File: src/rtl/jtkicker_psg_wrif.sv
// jtkicker_psg_wrif: SN76489 bus write decoder with READY handshake and register file
// One instance per PSG; feeds the tone/noise generators.
module jtkicker_psg_wrif #(
    parameter int READY_CYC = 32
) (
    input  logic       clk,
    input  logic       rst,
    input  logic       clk_en,
    input  logic       ce_n,
    input  logic       wr_n,
    input  logic [7:0] din,
    output logic       ready,
    output logic [9:0] tone0,
    output logic [9:0] tone1,
    output logic [9:0] tone2,
    output logic [3:0] vol0,
    output logic [3:0] vol1,
    output logic [3:0] vol2,
    output logic [3:0] vol3,
    output logic [2:0] noise_ctl,
    output logic       noise_rst
);
    typedef enum logic [1:0] {IDLE, BUSY, HOLD} state_t;
    state_t state, state_nx;
    logic [7:0] cnt;
    logic [2:0] latch, tgt;
    logic [9:0] tone [3];
    logic [3:0] vol [4];
    logic accept;

    assign accept = clk_en && state == IDLE && !ce_n && !wr_n;
    // {ch, type}: a latch byte names its own target, a data byte reuses the last latch
    assign tgt = din[7] ? din[6:4] : latch;

    always_ff @(posedge clk) begin
        if (rst) state <= IDLE;
        else if (clk_en) state <= state_nx;
    end

    // HOLD waits for ce_n release so the same CPU cycle cannot trigger twice
    always_comb begin
        state_nx = state == IDLE ? ((!ce_n && !wr_n) ? BUSY : IDLE) :
                   state == BUSY ? ((cnt == 8'd0) ? HOLD : BUSY) :
                   (ce_n ? IDLE : HOLD);
    end

    always_comb begin
        ready = state != BUSY;
    end

    always_ff @(posedge clk) begin
        if (rst) cnt <= '0;
        else if (clk_en) cnt <= accept ? 8'(READY_CYC - 1) : (cnt != 8'd0 ? cnt - 8'd1 : cnt);
    end

    always_ff @(posedge clk) begin
        if (rst) begin
            latch     <= '0;
            noise_ctl <= '0;
            noise_rst <= 1'b0;
            for (int i = 0; i < 3; i++) tone[i] <= '0;
            for (int i = 0; i < 4; i++) vol[i] <= 4'hF;
        end else begin
            noise_rst <= accept && tgt == 3'b110;
            if (accept) begin
                if (din[7]) latch <= din[6:4];
                if (tgt[0]) vol[tgt[2:1]] <= din[3:0];
                else if (tgt[2:1] == 2'd3) noise_ctl <= din[2:0];
                else if (din[7]) tone[tgt[2:1]][3:0] <= din[3:0];
                else tone[tgt[2:1]][9:4] <= din[5:0];
            end
        end
    end

    assign tone0 = tone[0];
    assign tone1 = tone[1];
    assign tone2 = tone[2];
    assign vol0  = vol[0];
    assign vol1  = vol[1];
    assign vol2  = vol[2];
    assign vol3  = vol[3];
endmodule
File: config.mk
export PLATFORM = sky130hd
export DESIGN_NAME = jtkicker_psg_wrif
export DESIGN_NICKNAME = d
export VERILOG_FILES = /design/src/rtl/jtkicker_psg_wrif.sv
export SDC_FILE = /design/constraint.sdc
export NUM_CORES = 1
export LEC_CHECK = 0
export ABC_AREA = 1
export BUFFER_PORTS_ARGS = -buffer_cell sky130_fd_sc_hd__buf_2
export CAP_MARGIN = 20
export CORE_ASPECT_RATIO = 1.2
export CORE_UTILIZATION = 48
export DETAILED_ROUTE_END_ITERATION = 8
export PLACE_DENSITY = 0.75
export SETUP_SLACK_MARGIN = 0.4
export SLEW_MARGIN = 20
export SYNTH_ARGS = -nofsm -noshare
export SYNTH_HDL_FRONTEND = slang
export SYNTH_SLANG_ARGS = --single-unit
File: constraint.sdc
create_clock -name clk -period 1.4 [get_ports clk]
set_input_delay 0.14 -clock clk [delete_from_list [all_inputs] [get_ports clk]]
set_output_delay 0.14 -clock clk [all_outputs]
set_load 0.02 [all_outputs]
### Word level (Yosys, flattened, before mapping)

Memory sizes are Yosys's and may differ from the RTL's.
Index checks and enable logic that the tools add are counted.

| operators by class | value |
|---|---|
| $add $sub $neg | 1 |
| multiply operators | 0 |
| div/mod/pow operators | 0 |
| $lt $le $gt $ge | 0 |
| equality and inequality tests | 4 |
| shift operators | 0 |
| multiplexer cells | 32 |
| bitwise operators | 1 |
| reductions and logical operators | 15 |

Operators by type and width:

| cell | number |
|---|---|
| $mux W1 | 20 |
| $mux W8 | 2 |
| $mux W2 | 7 |
| $mux W10 | 1 |
| $reduce_or A10 Y1 | 1 |
| $logic_not A8 Y1 | 1 |
| $reduce_bool A8 Y1 | 1 |
| $sub A8 B1 Y8 const B | 1 |
| $logic_and A1 B1 Y1 | 5 |
| $mux W4 | 1 |
| $reduce_or A4 Y1 | 1 |
| $eq A3 B3 Y1 const B | 1 |
| $mux W3 | 1 |
| $reduce_and A3 Y1 | 1 |
| $eq A2 B1 Y1 const B | 1 |
| $eq A2 B2 Y1 const B | 1 |
| $logic_not A1 Y1 | 2 |
| $logic_not A2 Y1 | 1 |
| $ne A2 B1 Y1 const B | 1 |
| $reduce_and A2 Y1 | 1 |
| $reduce_bool A2 Y1 | 1 |
| $not A1 Y1 | 1 |

| storage, ports and cells | value |
|---|---|
| bits in registers | 17 |
| bits in latches | 0 |
| RAM bits | 46 |
| memory bits (read-only) | 0 |
| bits of input ports | 13 |
| output and inout bits | 51 |
| memories | 2 |

Memories:

| memory | words | bits a word | read ports | clocked after Yosys merged registers in | write ports | line | source |
|---|---|---|---|---|---|---|---|
| tone | 3 | 10 | 3 | 0 | 3 | 27 | `logic [9:0] tone [3];` |
| vol | 4 | 4 | 4 | 0 | 4 | 28 | `logic [3:0] vol [4];` |

### Logic depth before layout (Yosys ltp)

| depth | value |
|---|---|
| word-level depth | 9 |
| depth in mapped cells | 9 |
| mapped depth without buffers | 9 |

### Worst setup path after synthesis

OpenSTA, ideal clock, no wires.

| timing | value |
|---|---|
| path type | flip-flop to flip-flop |
| start | reg state[0] |
| end | mem tone[0][4] (enable) |
| setup time | 318 ps |
| arrival | 1284 ps |
| path slack | -203 ps |
| stages on the path, launching flop included | 8 |
| cell sequence | dfxtp_1 > nor2_2 > nand4_4 > nor2_2 > nand2_2 > nor2_4 > nand2_4 > nand2_1 |

RTL lines:

| what | line | source |
|---|---|---|
| from (decl) | 24 | `state_t state, state_nx;` |
| from (signal assigned) | 37 | `else if (clk_en) state <= state_nx;` |
| to (decl) | 27 |  |

==> run metrics <==
worst skew pair latency 0.34 ns; starting DRC count in detailed routing 195; Pint ~3500 uW; Max Freq approximately 0.66 GHz; share of power burned in registers 43.8%; vias in the first global route 2147; CTS tree built; met1 usage 27.64%; Hold Vio Cnt, Final 0; sequential area share after synthesis 63.85%; Setup Skew 0.005868 ns; PortBufs 63; hpwl dp 4.357 mm; max-slew violations 0; Area Growth Syn to Fin 62.00%; Max Cap Viol 0; DR pass1 iterations 4; worst vdd ir around 0.94 mV; remaining antenna violation count 0; Critical Path Source Type register; Final Worst Setup Slack -0.1218 ns; first-pass GRT wire length 10.37 mm; Finished Cell Area around 0.0044 mm2; Req. time, crit path around 1.5 ns; initial antenna violation count 0; met2 Track Usage GR around 40%; layout cell share with drive strength beyond 1 61.20%; num rows 29; final RePlAce weighted congestion between 0.8 and 0.9; Synth warnings 0; Top Usage Layer GRT met2; Setup crit end kind register; Seq cells post-synth 63; total power 5145 uW; Max FO, Critical Path 6; setup TNS -6.537 ns; syn nets between 200 and 300; period utilization 108.7%; htree depth 3; Max Buffers Root-to-Sink 2; vias 2305; Comb power frac 30.8%; final std cells w/o fill 446; NumNets Final between 300 and 400; largest net degree at the start of global routing 15; worst setup path class register to register; Final setup viols 87; post-synthesis average cell area 10.25 um2; total gr overflow 0; M3 GR Usage 6.280%; IO Pins 64; drt via density 5.168; Hold Path Class input port to register; Post-Syn Area between 0.002 and 0.003 mm2; routed length per instance 16.63 um; Die X a little over 70 um; Worst-path clk slew 0.06 ns; Global Route Usage Sum between 20% and 30%; clock power share 25.3%; Final Critical Period 1.522 ns; Critical Path AT 1.58 ns; TritonCTS sink count 63; Switching Fraction between 30% and 40%; Least-Margin Pin Slew 0.4806 ns; Power Density about 1200 mW/mm2; post-placement cell count 411; root buf cell clkbuf_8; failing checks negative setup slack; full die area 0.005922 mm2; Slew Limit Headroom between 60 and 70%; Placed Area 0.003393 mm2; status finished, violations left; Residual DRC 0; CTS Buf Count 9; Net Sw Power between 1500 and 2000 uW; core footprint about 0.0053 mm2; Initial Util 50.55%; height of the die 84.10 um; RSZ-0062 raised after global routing true; Static Leak ~0.0018 uW; Mapped Cells 263; final WL 7.419 mm; diodes inserted 0; post-synth cell types 23
synth_stat cells:
library cell / number / area, um2
nor2_4: 9 / 101.4
nor2_1: 54 / 202.7
ha_1: 2 / 25.02
nand3_1: 7 / 35.03
clkbuf_1: 2 / 7.510
nor3_1: 1 / 5.000
a21oi_1: 9 / 45.04
nand2_1: 52 / 195.2
clkinv_1: 1 / 3.750
nand4_1: 3 / 18.77
o21ai_2: 3 / 26.28
dfxtp_1: 17 / 340.3
inv_2: 4 / 15.01
nand2_2: 3 / 18.77
nor2_2: 3 / 18.77
xnor2_1: 1 / 8.760
xor2_1: 1 / 8.760
inv_1: 26 / 97.59
o211ai_1: 2 / 15.01
nand2_4: 4 / 45.04
o21ai_0: 12 / 60.06
nand4_4: 1 / 21.27
edfxtp_1: 46 / 1381
power by group through the flow:
stage	sequential, uW	clock (uW)	combinational [uW]
floorplan	2300	0	810
global placement	2260	0	1130
detailed placement	2270	0	1150
CTS	2230	1290	1360
global route	2270	1380	1710
finish	2250	1300	1590
final timing paths:
path	startpoint	endpoint	slack [ns]	cells past startpoint
min reg2reg	cnt[6]$_SDFFE_PP0P_	cnt[6]$_SDFFE_PP0P_	0.48	2
max reg2reg	state[1]$_SDFFE_PP0P_	tone[2][9]$_SDFFCE_PN0P_	-0.12	7
min	ce_n	state[1]$_SDFFE_PP0P_	0.13	4
max	state[1]$_SDFFE_PP0P_	tone[2][9]$_SDFFCE_PN0P_	-0.12	7
through the flow:
| step | hold WS, ns | worst slack [ns] | util [%] |
|---|---|---|---|
| global placement | 0.4614 | -0.1071 | 63.62 |
| detailed placement | 0.4755 | -0.1385 | 63.62 |
| finish | 0.1270 | -0.1218 | 81.89 |
| global route | 0.1329 | -0.2144 | 81.89 |
| CTS | 0.1295 | -0.07284 | 74.97 |
| floorplan | 0.3025 | -0.1301 | - |
cells by family (layout without fill, tap and decap cells):
kind of cell             after synthesis  in the layout  share of synthesized area (%)
XOR/XNOR                               2              2                         0.6498
AND/OR/NAND/NOR                      137            137                          24.55
AO/OA/AOI/OAI                         26             26                          5.429
flip-flops                            63             63                          63.85
adder cells (fa/ha/maj)                2              2                         0.9279
buffers and inverters                 33            154                          4.594
flip-flops by register name, summed over array words and instances (netlist names):
name / count
cnt: 8
vol: 16
latch: 3
tone: 30
noise_rst: 1
state: 2
noise_ctl: 3
cell type report:
class                      count  area [um2]
sequential                    63        1733
multi-input combinational    167        1257
timing repair buffer         107        1017
fill                         282       965.9
clock buffer                  11       131.4
inverter                      31       126.4
tap                           62       77.57
clock inverter                 5       25.02
metal layers:
layer	part of all wire [%]	wire length (um)
met2	55	4086
met1	38	2794
met5	0	0
met3	5.0	372
met4	2.2	165
worst max-delay path: stages (launching register included):
cell     delay (ns)
dfxtp_2        0.33
nor2_4         0.13
nand4_4        0.12
nor2_4         0.14
nand2_4        0.08
nor2_4         0.21
nand2_4        0.11
nand2_4        0.12
cell usage in the layout (no fill, tap or decap), types with 15 or more instances in the layout:
master | netlist | layout
buf_6 | 0 | 61
edfxtp_1 | 46 | 46
buf_4 | 0 | 30
nor2_4 | 9 | 28
nand2_1 | 52 | 27
nor2_1 | 54 | 23
inv_1 | 26 | 19
nand2_4 | 4 | 17
nand2_2 | 3 | 15
nor2_2 | 3 | 15
what timing repair did:
item,CTS,global route
endpoints found under the setup margin,142,158
resized for setup,117,97
pin swaps,11,23
hold buffers,0,0
setup buffers,11,8
Power figures use the tool's default switching activity.
